### src/rtl/stream_demux_pkg.sv
`default_nettype none
// ============================================================================
// stream_demux_pkg : FSM state encoding and select-width helper for stream_demux
// Revision 1.0
// ============================================================================
package stream_demux_pkg;

    typedef enum logic [1:0] {
        IDLE = 2'd0,
        PKT  = 2'd1,
        DROP = 2'd2
    } state_t;

    function automatic int sel_w(input int n);
        return $clog2(n);
    endfunction

endpackage
`default_nettype wire

### src/rtl/stream_demux_slice.sv
`default_nettype none
// ============================================================================
// stream_demux_slice : one-entry valid/ready register slice carrying data+last
// Revision 1.0
// ============================================================================
module stream_demux_slice #(
    parameter int DW = 8
) (
    input  logic          clk,
    input  logic          rst_n,
    input  logic          wr_i,
    input  logic [DW-1:0] data_i,
    input  logic          last_i,
    input  logic          ready_i,
    output logic          can_accept_o,
    output logic          valid_o,
    output logic [DW-1:0] data_o,
    output logic          last_o
);

    logic          valid_q, valid_d;
    logic [DW-1:0] data_q,  data_d;
    logic          last_q,  last_d;

    // Refill in the same cycle the held beat drains keeps full throughput.
    assign can_accept_o = !valid_q || ready_i;

    always_comb begin
        valid_d = valid_q;
        data_d  = data_q;
        last_d  = last_q;
        if (wr_i) begin
            valid_d = 1'b1;
            data_d  = data_i;
            last_d  = last_i;
        end else if (ready_i) begin
            valid_d = 1'b0;
        end
    end

    always_ff @(posedge clk or negedge rst_n) begin
        if (!rst_n) begin
            valid_q <= 1'b0;
            data_q  <= '0;
            last_q  <= 1'b0;
        end else begin
            valid_q <= valid_d;
            data_q  <= data_d;
            last_q  <= last_d;
        end
    end

    assign valid_o = valid_q;
    assign data_o  = data_q;
    assign last_o  = last_q && valid_q;

endmodule
`default_nettype wire

### src/rtl/stream_demux.sv
`default_nettype none
// ============================================================================
// stream_demux : 1-to-N packet demultiplexer, select locked per packet.
// Optional macro STREAM_DEMUX_DROP_CNT_EN adds a saturating drop_cnt port.
// Revision 1.0
// ============================================================================
module stream_demux
    import stream_demux_pkg::*;
#(
    parameter  int N_OUT = 2,
    parameter  int DW    = 8,
    localparam int SEL_W = sel_w(N_OUT)
) (
    input  logic                clk,
    input  logic                rst_n,
    input  logic [SEL_W-1:0]    sel,
    input  logic                in_valid,
    output logic                in_ready,
    input  logic [DW-1:0]       in_data,
    input  logic                in_last,
    output logic [N_OUT-1:0]    out_valid,
    input  logic [N_OUT-1:0]    out_ready,
    output logic [N_OUT*DW-1:0] out_data,
    output logic [N_OUT-1:0]    out_last,
    output logic                drop
`ifdef STREAM_DEMUX_DROP_CNT_EN
    ,
    output logic [15:0]         drop_cnt
`endif
);

    localparam logic [SEL_W:0] c_n_out = (SEL_W+1)'(N_OUT);

    state_t             state_q;
    logic [SEL_W-1:0]   cur_sel_q;
    logic               drop_q;

    logic [SEL_W-1:0]   w_route_sel;
    logic               w_sel_ok;
    logic               w_tgt_rdy;
    logic               w_beat;
    logic               w_route;
    logic               w_discard;
    logic [N_OUT-1:0]   w_slice_rdy;
    logic [N_OUT-1:0]   w_wr;

    assign w_sel_ok    = ({1'b0, sel} < c_n_out);
    assign w_route_sel = (state_q == PKT) ? cur_sel_q : sel;

    // Loop compare rather than direct index so an out-of-range sel never indexes.
    always_comb begin
        w_tgt_rdy = 1'b0;
        for (int k = 0; k < N_OUT; k++) begin
            if (w_route_sel == SEL_W'(k)) begin
                w_tgt_rdy = w_slice_rdy[k];
            end
        end
    end

    always_comb begin
        in_ready = 1'b0;
        case (state_q)
            IDLE:    in_ready = w_sel_ok ? w_tgt_rdy : 1'b1;
            PKT:     in_ready = w_tgt_rdy;
            DROP:    in_ready = 1'b1;
            default: in_ready = 1'b0;
        endcase
    end

    assign w_beat    = in_valid && in_ready;
    assign w_route   = w_beat && (((state_q == IDLE) && w_sel_ok) || (state_q == PKT));
    assign w_discard = w_beat && (((state_q == IDLE) && !w_sel_ok) || (state_q == DROP));

    always_comb begin
        w_wr = '0;
        for (int k = 0; k < N_OUT; k++) begin
            w_wr[k] = w_route && (w_route_sel == SEL_W'(k));
        end
    end

    always_ff @(posedge clk or negedge rst_n) begin
        if (!rst_n) begin
            state_q   <= IDLE;
            cur_sel_q <= '0;
            drop_q    <= 1'b0;
        end else begin
            drop_q <= w_discard;
            case (state_q)
                IDLE: begin
                    if (w_beat) begin
                        if (w_sel_ok) begin
                            cur_sel_q <= sel;
                            if (!in_last) state_q <= PKT;
                        end else if (!in_last) begin
                            state_q <= DROP;
                        end
                    end
                end
                PKT:     if (w_beat && in_last) state_q <= IDLE;
                DROP:    if (w_beat && in_last) state_q <= IDLE;
                default: state_q <= IDLE;
            endcase
        end
    end

    assign drop = drop_q;

    generate
        for (genvar k = 0; k < N_OUT; k++) begin : g_slice
            stream_demux_slice #(
                .DW (DW)
            ) u_slice (
                .clk          (clk),
                .rst_n        (rst_n),
                .wr_i         (w_wr[k]),
                .data_i       (in_data),
                .last_i       (in_last),
                .ready_i      (out_ready[k]),
                .can_accept_o (w_slice_rdy[k]),
                .valid_o      (out_valid[k]),
                .data_o       (out_data[k*DW +: DW]),
                .last_o       (out_last[k])
            );
        end
    endgenerate

`ifdef STREAM_DEMUX_DROP_CNT_EN
    logic [15:0] drop_cnt_q;

    always_ff @(posedge clk or negedge rst_n) begin
        if (!rst_n) begin
            drop_cnt_q <= 16'd0;
        end else if (w_discard && (drop_cnt_q != 16'hFFFF)) begin
            drop_cnt_q <= drop_cnt_q + 16'd1;
        end
    end

    assign drop_cnt = drop_cnt_q;
`endif

endmodule
`default_nettype wire

### config.mk
export PLATFORM = sky130hd
export DESIGN_NAME = stream_demux
export DESIGN_NICKNAME = d
export VERILOG_FILES = /design/src/rtl/stream_demux_pkg.sv /design/src/rtl/stream_demux_slice.sv /design/src/rtl/stream_demux.sv
export SDC_FILE = /design/constraint.sdc
export NUM_CORES = 1
export LEC_CHECK = 0
export CELL_PAD_IN_SITES_DETAIL_PLACEMENT = 2
export CELL_PAD_IN_SITES_GLOBAL_PLACEMENT = 2
export CORE_UTILIZATION = 27
export CTS_BUF_LIST = sky130_fd_sc_hd__clkbuf_2
export DETAILED_ROUTE_END_ITERATION = 7
export PLACE_DENSITY = 0.81
export SYNTH_ARGS = -nofsm -noshare
export SYNTH_HDL_FRONTEND = slang
export SYNTH_HIERARCHICAL = 1
export SYNTH_SLANG_ARGS = --single-unit
### constraint.sdc
create_clock -name clk -period 1.5 [get_ports clk]
set_clock_uncertainty 0.05 [all_clocks]
set_input_delay 0.3 -clock clk [delete_from_list [all_inputs] [get_ports clk]]
set_output_delay 0.3 -clock clk [all_outputs]
set_load 0.02 [all_outputs]
# == Word-level counts from Yosys, hierarchy flattened ==
# Index checks and enable logic that the tools add are counted.
# totals
romBits,0
in_bits,15
output_inout_bits,22
register_bits,24
mem_bits_rw,0
mem_count,0
word_cells,46
latchBits,0
# classes
multipliers,0
order_cmp,0
n_mux,11
div_mod_pow,0
addsub,0
n_eq_ne,5
reduce_logical,20
n_bitwise,1
shift,0
# ops
cell,n
$logic_and A1 B1 Y1,8
$mux W1,6
$mux W2,3
$ne A2 B2 Y1 const B,2
$pmux W2 S2,1
$reduce_bool A2 Y1,2
$reduce_or A2 Y1,2
$logic_or A1 B1 Y1,3
$reduce_and A3 Y1,1
$eq A2 B1 Y1 const B,1
$eq A2 B2 Y1 const B,1
$logic_not A1 Y1,2
$logic_not A2 Y1,1
$ne A2 B1 Y1 const B,1
$pmux W1 S2,1
$reduce_and A2 Y1,1
$not A1 Y1,1

# == Longest topological paths before layout ==
# Gate-level depths: netlist (run 1).
# logic_depth
word_depth,8
depth_mapped,5
depth_no_buf,4

# == Modules after synthesis ==
# Netlist (run 1), hierarchy kept.
# by_module_without_submodules
module,instances,cells_each,seq_area_each_um2,area_each_um2
stream_demux_slice,2,23,250.2,415.4
stream_demux,1,15,50.0,147.6

# == Worst setup path before layout (run 1) ==
# Ideal clock, no wire load.
# synth_path
path_kind,register to register
from,register state_q[0]
to,register g_slice[0].u_slice.data_q[0]
period_less_slack_ns,1.488
setup_slack_ns,0.012
required_ns,1.325
setup_time_ns,0.125
stages_incl_launch_ff,5
path_buffers,1
arrival_ns,1.313
path_cell_list,dfrtp_1 mux2i_1 and3_2 buf_6 mux2_4
# synth_between
elab_chain_len,7
word_cells_on_any_way,12
cone_classes,eq/ne: 2; mux: 3; bitwise: 1; reduce/logical: 6
# synth_rtl
item,line,rtl
from (decl),stream_demux.sv:34,state_t state_q;
from (signal assigned),stream_demux.sv:83,state_q <= IDLE;
from (signal assigned),stream_demux.sv:93,if (!in_last) state_q <= PKT;
from (signal assigned),stream_demux.sv:95,state_q <= DROP;
$eq A2 B1 Y1,"stream_demux.sv:48, stream_demux.sv:62, stream_demux.sv:71",
$mux W1,stream_demux.sv:48,assign w_route_sel = (state_q == PKT) ? cur_sel_q : sel;
$mux W1,stream_demux.sv:54,if (w_route_sel == SEL_W'(k)) begin
$pmux W1 S2,stream_demux.sv:62,case (state_q)
$logic_and A1 B1 Y1,stream_demux.sv:70,assign w_beat = in_valid && in_ready;
$logic_and A1 B1 Y1,stream_demux.sv:71,assign w_route = w_beat && (((state_q == IDLE) && w_sel_ok) || (state_q == PKT));
$logic_and A1 B1 Y1 (*),stream_demux.sv:77,w_wr[k] = w_route && (w_route_sel == SEL_W'(k));
via w_wr[0],stream_demux.sv:45,logic [N_OUT-1:0] w_wr;
to (signal assigned),stream_demux_slice.sv:48,data_q <= data_d;
to (decl),stream_demux_slice.sv:22,"logic [DW-1:0] data_q, data_d;"
# Mark *: on every way through the listed nets, which the timed path passes. The rest lies on a longest branch.
# A chain may end at the register's enable or synchronous reset.

# == Final worst setup path (run 1) ==
# layout_path
from,register state_q[0]
to,output port in_ready
# layout_between
elab_chain_len,4
word_cells_on_any_way,7
cone_classes,eq/ne: 2; mux: 3; reduce/logical: 2
# layout_rtl
item,line,rtl
$eq A2 B1 Y1,"stream_demux.sv:48, stream_demux.sv:62",
$mux W1,stream_demux.sv:48,
$mux W1,stream_demux.sv:54,
$pmux W1 S2 (*),stream_demux.sv:62,
to (decl),stream_demux.sv:18,"output logic in_ready,"
# Every way passes the cells marked *; elsewhere a longest branch is shown, timed or not.

==> metrics.cfg, run 1 <==
[sta]
slew_violations=0
finalSetupViolCount=20
max_freq_mhz=547
final.setup.tns_ns=-4.25
period_minus_slack_ns=1.83
layout_setup_ws_ns=-0.328
rsz0062_at_grt=yes
final.period_utilization_pct=122
hold_viol=0

[critical_path]
critical_path_class=flop to primary output
cp-end-kind=primary output
worst_ep_arrival_time_ns=1.48
critPathRequiredTime_ns=1.15
cp_max_fo=2
cp-start-kind=flop

[clock_tree]
cts_tree=built
clock-sinks=22
cts-root-buf=clkbuf_2
path_clk_slew_ns=0.20
clockBufferDepth=2
htreeDepth=1
numCtsBuffers=3
hold_buffers=0
clock_latency_ns=0.31

[synth]
ys_seq_area_share_pct=56.3
synth.avg_cell_area_um2=16.0
synth_largest_area_cell=dfrtp_1
synth_cell_types=17
synth.net_count=76
syn_area_um2=978
synth_top_area_share_pct=56.3
synth.area.top_cells=dfrtp_1 56%, mux2_4 29%, nand2b_1 2.6%
synthCells=61
synth-seq-cells=22
synth-warning-count=6

[detailed_routing]
via_count=696
antenna_left=0
route.detailed.drc=0
via_per_inst=4.32
drtIter0Drc=3
first_pass_iters=3
wirelength_um=2810
wire_per_inst_um=17.4

[die]
die_w_um=62.2
start_util_pct=28.6
ios=37
fp.coreArea_um2=3420
die_y_um=62.2
dieArea_um2=3870
rows=21

[final_layout]
layout.cells.non_filler=161
area_delta_synth_final_pct=61.3
antennaDiodeCount=0
multi_input_area_um2=437
layout_commonest_cell=dfrtp_1
regArea_um2=551
final_cell_mix=22 x dfrtp_1, 19 x mux2_4, 15 x dlygate4sd2_1
nets=132
drive_above_1_share_pct=47.8
n_fill_cell=359

[status]
status=finished, violations left
violations=negative setup slack

[grt]
antenna_found_initial=0
grt_overflow_total=0
grt_pass1_vias=793
grt_use_total_pct=15.6
grt_max_degree=23
grt_pass1_wl_um=4440

[flow_run]
drv_cap=0

[pwr]
power_density_nw_per_um2=1640
ir_worst_vdd_v=0.000584
p_leak_nw=0.746

[placement]
dp.final_hpwl_um=1910
numPortBuffers=35
placedCellCount=151
place_congestion=0.712

[min_path]
min-delay-path-class=input pin to asynchronous set/reset pin

[worst paths after layout]
check	from	to	slack, ns	depth (start not counted)
min in group clk	g_slice[0].u_slice/data_o[5]	g_slice[0].u_slice/data_o[5]	0.48	1
hold reg to reg	g_slice[0].u_slice/data_o[5]	g_slice[0].u_slice/data_o[5]	0.48	1
hold / removal	rst_n	g_slice[1].u_slice/data_o[3]	0.25	2
setup / recovery	state_q[0]	in_ready	-0.33	3
setup reg to reg	state_q[0]	g_slice[0].u_slice/data_o[2]	-0.24	6
max in group asynchronous	rst_n	g_slice[0].u_slice/data_o[5]	0.93	2
[worst max-delay path: stages, from the launching register on]
cell and delay, ns:
dfrtp_1 0.42, mux2i_2 0.27, mux2_4 0.34, buf_6 0.13
[state kept, by name, summed over array words and instances, names as in the netlist]
signal	count
state_q	1
g_slice.u_slice/last_q	2
g_slice.u_slice/data_o	16
g_slice.u_slice/valid_o	2
cur_sel_q	1
[layer usage]
| layer | part of all wire (%) | wire length (um) | vias to the layer above | GRT usage, % |
|---|---|---|---|---|
| li1 | - | - | 320 | - |
| met1 | 39 | 1100 | 357 | 16.7 |
| met2 | 58 | 1620 | 17 | 29.9 |
| met3 | 1.6 | 46 | 2 | 1.84 |
| met4 | 1.5 | 41 | 0 | 7.85 |
| met5 | 0 | 0 | - | 0 |
[repair_timing]
item / CTS / global route
pin swaps: 2 / 1
buffers inserted: 4 / 5
resized for setup: 54 / 9
gates cloned: 1 / 0
setup endpoints to repair: 39 / 25
[per-stage QoR]
stage	worst slack, ns	utilization (%)	total power, W	hold WS (ns)	cell area, um2
after floorplan	0.0121	-	0.00170	-0.0456	978
after global placement	-0.663	42.7	0.00233	0.440	1460
after detailed placement	-0.715	42.7	0.00238	0.444	1460
after CTS	-0.331	45.7	0.00259	0.228	1560
after global routing	-0.401	46.2	0.00275	0.224	1580
final	-0.328	46.2	0.00259	0.254	1580
[synth_stat cells (all sizes together)]
master,count
mux2,20
a21oi,1
nand2b,4
nor2,1
conb,1
nand2,1
and3,1
and2,2
a22o,1
dfrtp,22
nand3b,1
mux2i,1
buf,3
a31oi,1
o21bai,1
[area by class of cell]
class	instances	share of cell area [%]
Clock buffer	3	0.952
Tap cell	46	3.65
Multi-Input combinational cell	36	27.7
Sequential cell	22	34.9
Timing Repair Buffer	54	32.8
[cell families (layout without fill, tap and decap cells)]
family / after synthesis / after routing / synth area share (%)
other cells: 1 / 1 / 0.383
mux: 21 / 21 / 31.3
flops: 22 / 22 / 56.3
buf+inv: 3 / 57 / 3.07
simple gates: 10 / 10 / 6.14
compound gates: 4 / 4 / 2.81
[power by group]
group	switching [W]	internal, W	leakage (nW)
sequential	0.000140	0.000827	0.257
combinational	0.000624	0.000778	0.477
clock	0.000169	0.0000545	0.0125
Note: power is estimated with default switching activity, not from simulation.
==> run 2: changes to the inputs <==
- SLEW_MARGIN: not set -> 10
==> results of run 2 <==
The final DEF is identical to that of run 1; final timing and power are the same.
